`config.mk`:
```
export PLATFORM = sky130hd
export DESIGN_NAME = pma_region_table
export DESIGN_NICKNAME = d
export VERILOG_FILES = /design/src/rtl/pma_region_table.sv
export SDC_FILE = /design/constraint.sdc
export NUM_CORES = 2
export LEC_CHECK = 0
export CAP_MARGIN = 15
export CORE_MARGIN = 2
export CORE_UTILIZATION = 47
export DETAILED_ROUTE_END_ITERATION = 8
export GPL_TIMING_DRIVEN = 1
export HOLD_SLACK_MARGIN = 0.12
export MAX_ROUTING_LAYER = met4
export PLACE_DENSITY = 0.75
export SYNTH_ARGS = -nofsm -noshare
export SYNTH_HDL_FRONTEND = slang
export SYNTH_SLANG_ARGS = --single-unit
```
`constraint.sdc`:
```
create_clock -name clk_i -period 39.8 [get_ports clk_i]
set_input_delay 7.96 -clock clk_i [delete_from_list [all_inputs] [get_ports clk_i]]
set_output_delay 7.96 -clock clk_i [all_outputs]
set_load 0.01 [all_outputs]
```
`src/rtl/pma_region_table.sv`:
```
// pma_region_table
//   Physical-memory-attribute region table. A shadow table is written through
//   the cfg_* port and copied into the active table on commit_i. Lookups match
//   against the active table with one cycle of latency; the lowest matching
//   rule index wins. Locked active rules are frozen until reset.
//
// Ports
//   clk_i, rst_i        clock, asynchronous active-high reset
//   cfg_valid_i/ready_o shadow write handshake (ready low only while committing)
//   cfg_idx_i           target rule
//   cfg_field_i         0 base, 1 length, 2 attr, 3 lock
//   cfg_wdata_i         write data (attr in [2:0], lock in [0])
//   cfg_err_o           one-cycle pulse after a rejected write
//   commit_i            copy unlocked shadow rules into the active table
//   req_valid_i/addr_i  lookup request
//   resp_*              registered lookup result {hit, idx, attr}
module pma_region_table #(
    parameter int unsigned NrRules   = 4,
    parameter int unsigned AddrWidth = 64,
    parameter logic [NrRules-1:0][AddrWidth-1:0] RstBase   = '0,
    parameter logic [NrRules-1:0][AddrWidth-1:0] RstLength = '0,
    parameter logic [NrRules-1:0][2:0]           RstAttr   = '0,
    localparam int unsigned IdxW = (NrRules > 1) ? $clog2(NrRules) : 1
) (
    input  logic                 clk_i,
    input  logic                 rst_i,
    input  logic                 cfg_valid_i,
    output logic                 cfg_ready_o,
    input  logic [IdxW-1:0]      cfg_idx_i,
    input  logic [1:0]           cfg_field_i,
    input  logic [AddrWidth-1:0] cfg_wdata_i,
    output logic                 cfg_err_o,
    input  logic                 commit_i,
    input  logic                 req_valid_i,
    input  logic [AddrWidth-1:0] req_addr_i,
    output logic                 resp_valid_o,
    output logic                 resp_hit_o,
    output logic [IdxW-1:0]      resp_idx_o,
    output logic [2:0]           resp_attr_o
);

    logic [AddrWidth-1:0] shd_base_q [NrRules];
    logic [AddrWidth-1:0] shd_base_d [NrRules];
    logic [AddrWidth-1:0] shd_len_q  [NrRules];
    logic [AddrWidth-1:0] shd_len_d  [NrRules];
    logic [2:0]           shd_attr_q [NrRules];
    logic [2:0]           shd_attr_d [NrRules];
    logic [NrRules-1:0]   shd_lock_q, shd_lock_d;

    logic [AddrWidth-1:0] act_base_q [NrRules];
    logic [AddrWidth-1:0] act_base_d [NrRules];
    logic [AddrWidth-1:0] act_len_q  [NrRules];
    logic [AddrWidth-1:0] act_len_d  [NrRules];
    logic [2:0]           act_attr_q [NrRules];
    logic [2:0]           act_attr_d [NrRules];
    logic [NrRules-1:0]   act_lock_q, act_lock_d;

    logic                 cfg_err_q, cfg_err_d;
    logic                 resp_valid_q, resp_valid_d;
    logic                 resp_hit_q, resp_hit_d;
    logic [IdxW-1:0]      resp_idx_q, resp_idx_d;
    logic [2:0]           resp_attr_q, resp_attr_d;

    logic                 wr_en, wr_bad, idx_ok, tgt_act_lock, tgt_shd_lock;
    logic                 hit;
    logic [IdxW-1:0]      hit_idx;
    logic [2:0]           hit_attr;
    logic [AddrWidth:0]   lim;

    // Configuration: shadow writes and commit into the active table.
    always_comb begin
        cfg_ready_o  = !commit_i;
        wr_en        = cfg_valid_i && !commit_i;
        idx_ok       = 32'(cfg_idx_i) < NrRules;
        tgt_act_lock = 1'b0;
        tgt_shd_lock = 1'b0;
        for (int unsigned i = 0; i < NrRules; i++) begin
            if (32'(cfg_idx_i) == i) begin
                tgt_act_lock = act_lock_q[i];
                tgt_shd_lock = shd_lock_q[i];
            end
        end
        // Clearing a lock that is already set in the shadow is refused too,
        // so a staged lock cannot be silently withdrawn.
        wr_bad = !idx_ok || tgt_act_lock ||
                 (cfg_field_i == 2'd3 && !cfg_wdata_i[0] && tgt_shd_lock);
        cfg_err_d = wr_en && wr_bad;

        shd_lock_d = shd_lock_q;
        act_lock_d = act_lock_q;
        for (int unsigned i = 0; i < NrRules; i++) begin
            shd_base_d[i] = shd_base_q[i];
            shd_len_d[i]  = shd_len_q[i];
            shd_attr_d[i] = shd_attr_q[i];
            act_base_d[i] = act_base_q[i];
            act_len_d[i]  = act_len_q[i];
            act_attr_d[i] = act_attr_q[i];
            if (wr_en && !wr_bad && 32'(cfg_idx_i) == i) begin
                case (cfg_field_i)
                    2'd0:    shd_base_d[i] = cfg_wdata_i;
                    2'd1:    shd_len_d[i]  = cfg_wdata_i;
                    2'd2:    shd_attr_d[i] = cfg_wdata_i[2:0];
                    default: shd_lock_d[i] = cfg_wdata_i[0];
                endcase
            end
            // A locked active rule never changes, which also keeps its lock set.
            if (commit_i && !act_lock_q[i]) begin
                act_base_d[i] = shd_base_q[i];
                act_len_d[i]  = shd_len_q[i];
                act_attr_d[i] = shd_attr_q[i];
                act_lock_d[i] = shd_lock_q[i];
            end
        end
    end

    // Lookup against the current active table; scanning downward lets the
    // lowest matching index overwrite any higher one.
    always_comb begin
        hit      = 1'b0;
        hit_idx  = '0;
        hit_attr = '0;
        lim      = '0;
        for (int i = int'(NrRules) - 1; i >= 0; i--) begin
            // One extra bit so a region running past the top does not wrap.
            lim = {1'b0, act_base_q[i]} + {1'b0, act_len_q[i]};
            if (act_len_q[i] != '0 && req_addr_i >= act_base_q[i] &&
                {1'b0, req_addr_i} < lim) begin
                hit      = 1'b1;
                hit_idx  = IdxW'(i);
                hit_attr = act_attr_q[i];
            end
        end
        resp_valid_d = req_valid_i;
        resp_hit_d   = resp_hit_q;
        resp_idx_d   = resp_idx_q;
        resp_attr_d  = resp_attr_q;
        if (req_valid_i) begin
            resp_hit_d  = hit;
            resp_idx_d  = hit_idx;
            resp_attr_d = hit_attr;
        end
    end

    always_ff @(posedge clk_i or posedge rst_i) begin
        if (rst_i) begin
            for (int unsigned i = 0; i < NrRules; i++) begin
                shd_base_q[i] <= RstBase[i];
                shd_len_q[i]  <= RstLength[i];
                shd_attr_q[i] <= RstAttr[i];
                act_base_q[i] <= RstBase[i];
                act_len_q[i]  <= RstLength[i];
                act_attr_q[i] <= RstAttr[i];
            end
            shd_lock_q   <= '0;
            act_lock_q   <= '0;
            cfg_err_q    <= 1'b0;
            resp_valid_q <= 1'b0;
            resp_hit_q   <= 1'b0;
            resp_idx_q   <= '0;
            resp_attr_q  <= '0;
        end else begin
            for (int unsigned i = 0; i < NrRules; i++) begin
                shd_base_q[i] <= shd_base_d[i];
                shd_len_q[i]  <= shd_len_d[i];
                shd_attr_q[i] <= shd_attr_d[i];
                act_base_q[i] <= act_base_d[i];
                act_len_q[i]  <= act_len_d[i];
                act_attr_q[i] <= act_attr_d[i];
            end
            shd_lock_q   <= shd_lock_d;
            act_lock_q   <= act_lock_d;
            cfg_err_q    <= cfg_err_d;
            resp_valid_q <= resp_valid_d;
            resp_hit_q   <= resp_hit_d;
            resp_idx_q   <= resp_idx_d;
            resp_attr_q  <= resp_attr_d;
        end
    end

    assign cfg_err_o    = cfg_err_q;
    assign resp_valid_o = resp_valid_q;
    assign resp_hit_o   = resp_hit_q;
    assign resp_idx_o   = resp_idx_q;
    assign resp_attr_o  = resp_attr_q;

endmodule
```
==> impl_metrics.toml <==
[outcome]
status = "complete, no violations"

[logic_synthesis]
synth-seq-cells = 1064
synthFlopType = "dfrtp_1"
synthDistinctLibCells = 81
synth_nets = 7013
yosys_warnings = 0
syn-instance-count = 6108
avgSynthCellArea_um2 = 10.56
syn-cell-area_um2 = 64470
synth_seq_area_share_pct = 41.30
synth.area.top_cells = "dfrtp_1 (41%), ha_1 (15%), mux2_2 (14%), o21ai_0 (3.6%), a21oi_1 (3.1%)"
synth_edf_count = 0
yosysTopAreaCell = "dfrtp_1"
async_flop_share_pct = 100.0
synth_top_area_share_pct = 41.30

[pwr]
netSwitchingFraction_pct = 40.81
combPwrFrac_pct = 45.9
ir_drop_mv = 0.04440
p_switching_mw = 2.123
pwr-share-clk_pct = 22.0
p_int_mw = 3.079
power_frac_seq_pct = 32.1
p_leak_nw = 34.25
total_power_mw = 5.202
power_density_nw_per_um2 = 72.18

[grt]
grt-ovfl-total = 0
antenna_found_initial = 3
grt_max_degree = 174
grt_pass1_vias = 48031
grt_pass1_wl_um = 295400
gr-usage-all-layers_pct = 28.35

[timing]
worstMarginPinSlew_ps = 1288
slew_headroom_pct = 13.33
slew_viol_final = 0
setup_tns_ps = 0
hold_violations = 0
min_period_ps = 17540
fmax_mhz = 57.02
skew_ps = 45.52
setup_ws_ps = 22260
rsz0062_at_grt = "no"
setup-violations-final = 0
fin_crit_sh_pct = 44.06
whs_ps = 445.9

[critical_path]
crit_chain = "clkdlybuf4s50_1 > clkinv_1 > clkdlybuf4s50_1"
crit_required_ps = 31840
worstSetupEndpointType = "output port"
cp-start-kind = "input port"
arrival_ps = 9580
worstPathMaxFanout = 6
cp_slowest_cell = "clkdlybuf4s50_1"
slowest_delay_ps = 620
r2r_cells = 26
crit_top_cell = "clkdlybuf4s50_1"
crit_type = "input port to output port"

[placed_design]
gp_congestion = 1.004
place_inst = 7893
dp_slack_ps = 22210
dp_hpwl_um = 147500
numPortBuffers = 145
place_area_um2 = 67960

[hold_path]
hp-class = "register to register"
hold-path-cell-count = 2

[floorplanning]
row_count = 135
coreArea_um2 = 135800
die-area_um2 = 140200
die_w_um = 374.4
io_pins = 146
initial_core_util_pct = 47.48
die_h_um = 374.4

[detailed_routing]
drtAntennaViolNets = 0
vias = 49063
drcViolationCount = 0
first_pass_iters = 6
via_per_inst = 6.045
avgRoutedWirePerCell_um = 24.17
drt_iter0_drc = 3942
wl_um = 196100

[clocking]
hold_buffers = 0
cts_buffer_depth = 3
cts_root_buf = "clkbuf_16"
htree_levels = 3
path_clk_slew_ps = 60
cts_buffers = 118
cts_tree = "done"
clock-sinks = 1064
post_cts_resize_count = 0
postCtsSetupBuffers = 0
clock_latency_ps = 790

[layout]
final_cells = 8116
drive_above_1_share_pct = 17.31
finish.instance_area_um2 = 72060
area_delta_synth_final_pct = 11.77
fill_cells = 11942
final_nets = 7138
final_util_pct = 53.06

[run]
cap_violations = 0
-- synthesized netlist by cell type, types with 61 or more instances --
| cell | count |
|---|---|
| mux2_2 | 798 |
| inv_1 | 334 |
| nor2_1 | 161 |
| nand3_1 | 87 |
| nand4_1 | 129 |
| a21oi_1 | 402 |
| ha_1 | 764 |
| o21ai_0 | 470 |
| dfrtp_1 | 1064 |
| nand2_1 | 488 |
| xor2_1 | 116 |
| nor2b_1 | 61 |
| a21o_1 | 256 |
| nor4_1 | 83 |
| clkbuf_1 | 173 |
| xnor2_1 | 118 |
-- power groups by stage --
| stage | clock network (mW) | registers [mW] | logic (mW) |
|---|---|---|---|
| 2_1_floorplan | 0 | 1.58 | 1.71 |
| 3_3_place_gp | 0 | 1.67 | 2.27 |
| 3_5_place_dp | 0 | 1.68 | 2.33 |
| 4_1_cts | 1.16 | 1.67 | 2.36 |
| 5_1_grt | 1.20 | 1.70 | 2.65 |
| 6_report | 1.15 | 1.67 | 2.39 |
-- registers in the layout, summed over array words and instances (netlist names) --
signal,flops
shd_attr_q,12
act_attr_q,12
shd_len_q,256
resp_attr_o,3
shd_base_q,256
resp_hit_o,1
act_base_q,256
act_len_q,256
act_lock_q,4
cfg_err_o,1
resp_idx_o,2
resp_valid_o,1
shd_lock_q,4
-- cell usage in the layout, fill, tap and decap left out, types with 13 or more instances in the layout --
master | Yosys | layout
o21a_1 | 51 | 51
and2_1 | 13 | 13
xor2_1 | 116 | 116
a221oi_1 | 16 | 16
or2_2 | 13 | 13
clkbuf_1 | 173 | 22
o211ai_1 | 35 | 35
a21o_1 | 256 | 256
a31oi_1 | 38 | 38
nor2_1 | 161 | 155
mux2_2 | 798 | 798
ha_1 | 764 | 764
xnor2_1 | 118 | 118
nor3_1 | 45 | 43
a2111oi_0 | 18 | 17
inv_1 | 334 | 333
a21oi_1 | 402 | 402
nor2b_1 | 61 | 61
o21bai_1 | 39 | 39
clkinv_2 | 0 | 17
nand2b_1 | 51 | 51
nand3_1 | 87 | 87
a211o_1 | 14 | 14
nor4_1 | 83 | 80
or3_1 | 14 | 14
clkbuf_8 | 0 | 22
and3_1 | 33 | 33
buf_4 | 0 | 47
o21ai_0 | 470 | 470
clkdlybuf4s50_1 | 0 | 145
clkbuf_16 | 0 | 118
a211oi_1 | 43 | 43
nand4_1 | 129 | 129
nand2_1 | 488 | 484
dfrtp_1 | 1064 | 1064
-- cell type report --
class / instances / area (µm²) / share of cell area (%)
Clock buffer: 162 / 3338 / 4.632
Multi-Input combinational cell: 4518 / 35980 / 49.93
Clock inverter: 57 / 748.2 / 1.038
Antenna cell: 3 / 7.507 / 0.01042
Inverter: 335 / 1265 / 1.755
Timing Repair Buffer: 196 / 1869 / 2.594
Tap cell: 1781 / 2228 / 3.092
Sequential cell: 1064 / 26630 / 36.95
-- critical path, delay by kind of cell --
family | cells | cell delay (ps)
buffers and inverters | 3 | 1620
-- kinds of logic (layout without fill, tap and decap cells) --
group	count (synthesis)	after routing	synth area share, %
AO/OA/AOI/OAI	1509	1509	14.51
AND/OR/NAND/NOR	1207	1207	9.032
XOR/XNOR	234	234	3.179
multiplexers	800	800	13.97
adder cells (fa/ha/maj)	768	768	14.95
buffers and inverters	526	750	3.068
other	0	3	0
flip-flops	1064	1064	41.30
-- routing by layer --
layer,vias to the layer above,wire length (µm),GRT usage [%]
met3,326,9952,3.406
met2,1317,90460,44.45
met1,24839,89140,38.45
met4,0,6592,8.787
li1,22581,-,-
met5,-,0,-
-- path summary, 6_finish.rpt --
kind,slack [ps],endpoint,startpoint
worst min-delay path,450,act_base_q[195]$_DFFE_PP0P_,shd_base_q[195]$_DFFE_PP0P_
max in group asynchronous,28800,shd_base_q[226]$_DFFE_PP0P_,rst_i
worst max register to register,31400,resp_attr_o[0]$_DFFE_PP0P_,act_len_q[193]$_DFFE_PP0P_
worst max-delay path,22260,cfg_ready_o,commit_i
min in group asynchronous,7760,act_len_q[131]$_DFFE_PP0P_,rst_i
worst min register to register,450,act_base_q[195]$_DFFE_PP0P_,shd_base_q[195]$_DFFE_PP0P_
(Power assumes the default switching activity.)
